### src/rtl/ddr_stream_fetch_if.sv
// Avalon-MM burst read bus between ddr_stream_fetch (master) and the DDR controller (slave).
interface ddr_stream_fetch_if #(
  parameter int ADDR_WIDTH = 32
);
  logic [ADDR_WIDTH-1:0] avm_address;
  logic                  avm_read;
  logic [6:0]            avm_burstcount;
  logic                  avm_waitrequest;
  logic [63:0]           avm_readdata;
  logic                  avm_readdatavalid;

  modport master (
    output avm_address, avm_read, avm_burstcount,
    input  avm_waitrequest, avm_readdata, avm_readdatavalid
  );

  modport slave (
    input  avm_address, avm_read, avm_burstcount,
    output avm_waitrequest, avm_readdata, avm_readdatavalid
  );
endinterface

### src/rtl/ddr_stream_fetch.sv
// Credit-limited Avalon-MM burst reader that streams a wrapping DDR region into the
// layer's 64-bit DDR FIFO, requesting only while the FIFO reports almost-empty.
module ddr_stream_fetch #(
  parameter int          ADDR_WIDTH      = 32,
  parameter logic [63:0] BASE_ADDR       = 64'd0,
  parameter int          REGION_WORDS    = 84,
  parameter int          BURST_LEN       = 16,
  parameter int          MAX_OUTSTANDING = 32
) (
  input  logic               clk,
  input  logic               reset_n,
  input  logic               enable_i,
  input  logic               restart_i,
  input  logic               ddr_fifo_aempty,
  ddr_stream_fetch_if.master avm,
  output logic [63:0]        ddr_data,
  output logic               ddr_data_valid,
  output logic               busy_o
);
  localparam int IDX_W = $clog2(REGION_WORDS + 1);
  localparam int OUT_W = $clog2(MAX_OUTSTANDING + 1);

  typedef enum logic {IDLE, REQ} state_t;

  state_t                state_reg, state_next;
  logic [IDX_W-1:0]      word_idx_reg, word_idx_next;
  logic [OUT_W-1:0]      outstanding_reg, outstanding_next;
  logic                  rewind_reg, rewind_next;
  logic [ADDR_WIDTH-1:0] addr_reg;
  logic [6:0]            burst_reg;
  logic                  read_reg;
  logic [63:0]           data_reg;
  logic                  valid_reg;
  logic                  busy_reg;

  logic [IDX_W-1:0]      start_idx;
  logic [31:0]           remaining;
  logic [31:0]           len_w;
  logic [31:0]           advanced;
  logic [6:0]            len;
  logic                  can_issue;
  logic                  accept;
  logic                  ret_dec;

  always_comb begin
    // A restart seen in IDLE takes effect on a burst issued in the same cycle.
    start_idx = restart_i ? '0 : word_idx_reg;
    remaining = 32'(REGION_WORDS) - 32'(start_idx);
    len_w     = (remaining < 32'(BURST_LEN)) ? remaining : 32'(BURST_LEN);
    len       = 7'(len_w);
    can_issue = enable_i && ddr_fifo_aempty &&
                ((32'(outstanding_reg) + len_w) <= 32'(MAX_OUTSTANDING));
    accept    = (state_reg == REQ) && !avm.avm_waitrequest;
    advanced  = 32'(word_idx_reg) + 32'(burst_reg);
    // A stray return with nothing outstanding is forwarded but never underflows the credit.
    ret_dec   = avm.avm_readdatavalid && (outstanding_reg != '0);

    outstanding_next = OUT_W'(32'(outstanding_reg)
                              + (accept  ? 32'(burst_reg) : 32'd0)
                              - (ret_dec ? 32'd1 : 32'd0));

    state_next    = state_reg;
    word_idx_next = word_idx_reg;
    rewind_next   = rewind_reg;
    case (state_reg)
      IDLE: begin
        word_idx_next = start_idx;
        if (can_issue) state_next = REQ;
      end
      REQ: begin
        // The request cannot be withdrawn, so a restart is remembered until accept.
        if (restart_i) rewind_next = 1'b1;
        if (accept) begin
          state_next  = IDLE;
          rewind_next = 1'b0;
          if (restart_i || rewind_reg || (advanced >= 32'(REGION_WORDS)))
            word_idx_next = '0;
          else
            word_idx_next = IDX_W'(advanced);
        end
      end
      default: state_next = IDLE;
    endcase
  end

  always_ff @(posedge clk) begin
    if (!reset_n) begin
      state_reg       <= IDLE;
      word_idx_reg    <= '0;
      outstanding_reg <= '0;
      rewind_reg      <= 1'b0;
      addr_reg        <= ADDR_WIDTH'(BASE_ADDR);
      burst_reg       <= '0;
      read_reg        <= 1'b0;
      data_reg        <= '0;
      valid_reg       <= 1'b0;
      busy_reg        <= 1'b0;
    end else begin
      state_reg       <= state_next;
      word_idx_reg    <= word_idx_next;
      outstanding_reg <= outstanding_next;
      rewind_reg      <= rewind_next;
      if ((state_reg == IDLE) && can_issue) begin
        addr_reg  <= ADDR_WIDTH'(BASE_ADDR) + (ADDR_WIDTH'(start_idx) << 3);
        burst_reg <= len;
      end
      read_reg  <= (state_next == REQ);
      if (avm.avm_readdatavalid) data_reg <= avm.avm_readdata;
      valid_reg <= avm.avm_readdatavalid;
      busy_reg  <= (outstanding_next != '0) || (state_next == REQ);
    end
  end

  assign avm.avm_address    = addr_reg;
  assign avm.avm_read       = read_reg;
  assign avm.avm_burstcount = burst_reg;
  assign ddr_data           = data_reg;
  assign ddr_data_valid     = valid_reg;
  assign busy_o             = busy_reg;

endmodule

### src/flat_wrapper.sv
// flat-port wrapper written by rule: the top's interface ports become plain ports
module ddr_stream_fetch_flat 
#(
  parameter int          ADDR_WIDTH      = 32,
  parameter logic [63:0] BASE_ADDR       = 64'd0,
  parameter int          REGION_WORDS    = 84,
  parameter int          BURST_LEN       = 16,
  parameter int          MAX_OUTSTANDING = 32
)
  (clk, reset_n, enable_i, restart_i, ddr_fifo_aempty, ddr_data, ddr_data_valid, busy_o, avm_avm_address, avm_avm_read, avm_avm_burstcount, avm_avm_waitrequest, avm_avm_readdata, avm_avm_readdatavalid);
  ddr_stream_fetch_if #(.ADDR_WIDTH(ADDR_WIDTH)) avm_i ();
  input  logic clk;
  input  logic reset_n;
  input  logic enable_i;
  input  logic restart_i;
  input  logic ddr_fifo_aempty;
  output logic [63:0] ddr_data;
  output logic ddr_data_valid;
  output logic busy_o;
  output wire logic [$bits(avm_i.avm_address)-1:0] avm_avm_address;
  output wire logic [$bits(avm_i.avm_read)-1:0] avm_avm_read;
  output wire logic [$bits(avm_i.avm_burstcount)-1:0] avm_avm_burstcount;
  input wire logic [$bits(avm_i.avm_waitrequest)-1:0] avm_avm_waitrequest;
  input wire logic [$bits(avm_i.avm_readdata)-1:0] avm_avm_readdata;
  input wire logic [$bits(avm_i.avm_readdatavalid)-1:0] avm_avm_readdatavalid;
  assign avm_avm_address = avm_i.avm_address;
  assign avm_avm_read = avm_i.avm_read;
  assign avm_avm_burstcount = avm_i.avm_burstcount;
  assign avm_i.avm_waitrequest = avm_avm_waitrequest;
  assign avm_i.avm_readdata = avm_avm_readdata;
  assign avm_i.avm_readdatavalid = avm_avm_readdatavalid;
  ddr_stream_fetch #(.ADDR_WIDTH(ADDR_WIDTH), .BASE_ADDR(BASE_ADDR), .REGION_WORDS(REGION_WORDS), .BURST_LEN(BURST_LEN), .MAX_OUTSTANDING(MAX_OUTSTANDING)) u_core (.clk(clk), .reset_n(reset_n), .enable_i(enable_i), .restart_i(restart_i), .ddr_fifo_aempty(ddr_fifo_aempty), .avm(avm_i), .ddr_data(ddr_data), .ddr_data_valid(ddr_data_valid), .busy_o(busy_o));
endmodule
### config.mk
export PLATFORM = sky130hd
export DESIGN_NAME = ddr_stream_fetch_flat
export DESIGN_NICKNAME = d
export VERILOG_FILES = /design/src/rtl/ddr_stream_fetch_if.sv /design/src/rtl/ddr_stream_fetch.sv /design/src/flat_wrapper.sv
export SDC_FILE = /design/constraint.sdc
export NUM_CORES = 1
export LEC_CHECK = 0
export BUFFER_PORTS_ARGS = -buffer_cell sky130_fd_sc_hd__buf_4
export CORE_UTILIZATION = 45
export CTS_CLUSTER_DIAMETER = 30
export DETAILED_ROUTE_END_ITERATION = 16
export GPL_TIMING_DRIVEN = 0
export HOLD_SLACK_MARGIN = 0.02
export PLACE_DENSITY = 0.72
export SYNTH_ARGS = -nofsm -noshare
export SYNTH_HDL_FRONTEND = slang
export SYNTH_SLANG_ARGS = --single-unit
### constraint.sdc
create_clock -name clk -period 5.3 [get_ports clk]
set_input_delay 0.795 -clock clk [delete_from_list [all_inputs] [get_ports clk]]
set_output_delay 0.795 -clock clk [all_outputs]
set_load 0.02 [all_outputs]
==> results_dict.tcl <==
set metrics [dict create \
    drc 0 \
    dieHeight_um 104 \
    multi_input_area_mm2 0.00256 \
    grt_pass1_wl_um 18900 \
    dpl.hpwl_um 9150 \
    syn_inst 510 \
    antenna_cells 0 \
    cp-end-kind "flop" \
    port_buffers 150 \
    tns_ns 0 \
    final_cell_area_mm2 0.00635 \
    num_io_pins 177 \
    power.share.sequential_pct 42.9 \
    yosysTopAreaCell "dfxtp_1" \
    wl_per_cell_um 13.7 \
    dpl_cell_area_mm2 0.00615 \
    clockBufferDepth 2 \
    drv_slew 0 \
    routed_wl_um 11600 \
    core_area_mm2 0.00995 \
    gr-total-overflow 0 \
    grt_max_degree 17 \
    worst_ep_required_time_ns 5.59 \
    drive_gt1_share_pct 28.5 \
    maxSlewHeadroom_pct 51.4 \
    start_util_pct 47.3 \
    cts_made_buffers 9 \
    arrival_ns 4.65 \
    power.density_mw_per_mm2 293 \
    maxCapViolations 0 \
    largest_reg_flops 64 \
    antenna_found_initial 0 \
    min_path_type "flop to flop" \
    status "complete, no violations" \
    synth_area_mm2 0.00471 \
    holdWs_ns 0.475 \
    synth_ff_type "dfxtp_1" \
    rows 36 \
    cts_hold_buf 0 \
    regArea_mm2 0.00190 \
    final_nets 817 \
    timing.final.hold_violations 0 \
    cts-root-buf "clkbuf_8" \
    via_count 4089 \
    setup_viol 0 \
    seq_area_frac_synth_pct 40.4 \
    gp_congestion 0.813 \
    fillCellCount 868 \
    max_freq_mhz 229 \
    cts_resized 0 \
    grt.total_usage_pct 21.6 \
    dp_cells 833 \
    pwr-share-comb_pct 31.1 \
    path_clk_slew_ns 0.09 \
    crit_type "primary input to flop" \
    synth_top_area_share_pct 40.4 \
    yosys_warnings 0 \
    grt_pass1_vias 4019 \
    worst_slew_pin_slew_ns 0.729 \
    htree_levels 3 \
    syn_area_per_cell_um2 9.24 \
    area_growth_syn_to_layout_pct 34.8 \
    period_needed_ns 4.36 \
    yosys-top-cells-count "dfxtp_1, nor2_1, mux2i_1" \
    fin_total_pwr_uw 1860 \
    worstSetupStartpointType "primary input" \
    cts.sinks 95 \
    die_w_um 104 \
    drt_first_pass_iters 4 \
    async_reset_ff_share_pct 0 \
    clkPwrFrac_pct 25.9 \
    dieArea_mm2 0.0109 \
    synth_edf_count 0 \
    swShare_pct 32.1 \
    via_per_inst 4.82 \
    critPathMaxFanout 10 \
    p_switching_uw 597 \
    p_leak_uw 0.00312 \
    drt_first_iter_violations 238 \
    cts_tree "built" \
    insertion_delay_ns 0.36 \
    stdcell_count 849 \
    synth.most_common_cell "dfxtp_1" \
    max-vdd-ir-drop_mv 0.157 \
    finalClockSkew_ns 0.00677 \
    ant_nets 0 \
    ys_seq_elements 95 \
    post-cts-setup-buffers 0 \
    rsz0062_at_grt "no" \
    period_share_pct 82.3 \
    netlist_top_cells_area "dfxtp_1, mux2i_1, ha_1, nor2_1, buf_4" \
    synth.distinct_cells 55 \
    p_int_uw 1260 \
]
-- per-layer routing --
layer	GRT usage, %	vias to the layer above	routed length [um]
li1	-	2084	-
met5	0	-	0
met1	25.3	1849	4860
met2	37.4	128	5750
met4	10.9	0	367
met3	4.20	28	660
-- worst max-delay path, cell delays in order --
cell and delay [ns]:
buf_4 0.09, clkbuf_1 0.31, nand2b_1 0.28, ha_1 0.24, nand2b_1 0.17, a31oi_1 0.10, o31ai_1 0.20, nand3_1 0.33
nor2_1 0.19, ha_1 0.22, fa_1 0.43, nor3_2 0.25, o2111ai_1 0.15, a41o_1 0.26, buf_6 0.14, or3b_1 0.36
a21oi_2 0.13
-- per-stage QoR --
stage / util, % / setup WS (ns)
6_report: 63.8 / 0.939
3_3_place_gp: 61.8 / 0.688
4_1_cts: 63.8 / 0.978
3_5_place_dp: 61.8 / 0.604
5_1_grt: 63.8 / 0.599
2_1_floorplan: - / 1.24
-- kinds of logic (layout without fill, tap and decap cells) --
logic type / after synthesis / in the layout / share of synthesized area, %
and+or+nand+nor: 157 / 157 / 15.2
DFF: 95 / 95 / 40.4
buffers and inverters: 78 / 244 / 8.52
AOI/OAI and AO/OA: 67 / 67 / 10.1
muxes: 64 / 64 / 13.6
adders and majority gates: 35 / 35 / 9.77
xor gates and xnor gates: 12 / 12 / 2.23
other: 2 / 42 / 0.159
-- final timing paths --
check                       startpoint                         to  slack [ns]  cells after the start
min          u_core.avm.avm_address[9]  u_core.avm.avm_address[9]        0.47                      2
max reg2reg     u_core.word_idx_reg[1]  u_core.avm.avm_address[8]        1.45                     16
max                          restart_i  u_core.avm.avm_address[8]        0.94                     17
min reg2reg  u_core.avm.avm_address[9]  u_core.avm.avm_address[9]        0.47                      2
-- cell usage in the layout, fill, tap and decap left out, drive strengths merged, types with 8 or more instances in the layout --
cell type	instances
mux2i	64
inv	32
o21ai	14
clkbuf	22
buf	186
nand2b	8
nor2	81
ha	32
a21oi	10
nand3	14
nand2	25
conb	42
dfxtp	95
-- final cells by class --
cell class                 instances  share of cell area, %
clock buffer                      10                   2.01
clock inverter                     6                   1.08
buffer                            48                   4.55
sequential                        95                   29.9
tap                              133                   2.62
timing repair buffer             150                   17.7
multi-input combinational        377                   40.3
inverter                          30                   1.77
-- power by group through the flow --
stage	clock network (uW)	registers [uW]	logic, uW
2_1_floorplan	0	845	371
3_3_place_gp	0	813	552
3_5_place_dp	0	815	572
4_1_cts	492	799	577
5_1_grt	523	805	648
6_report	482	798	579
No activity file was read; power rests on OpenSTA's default activity.
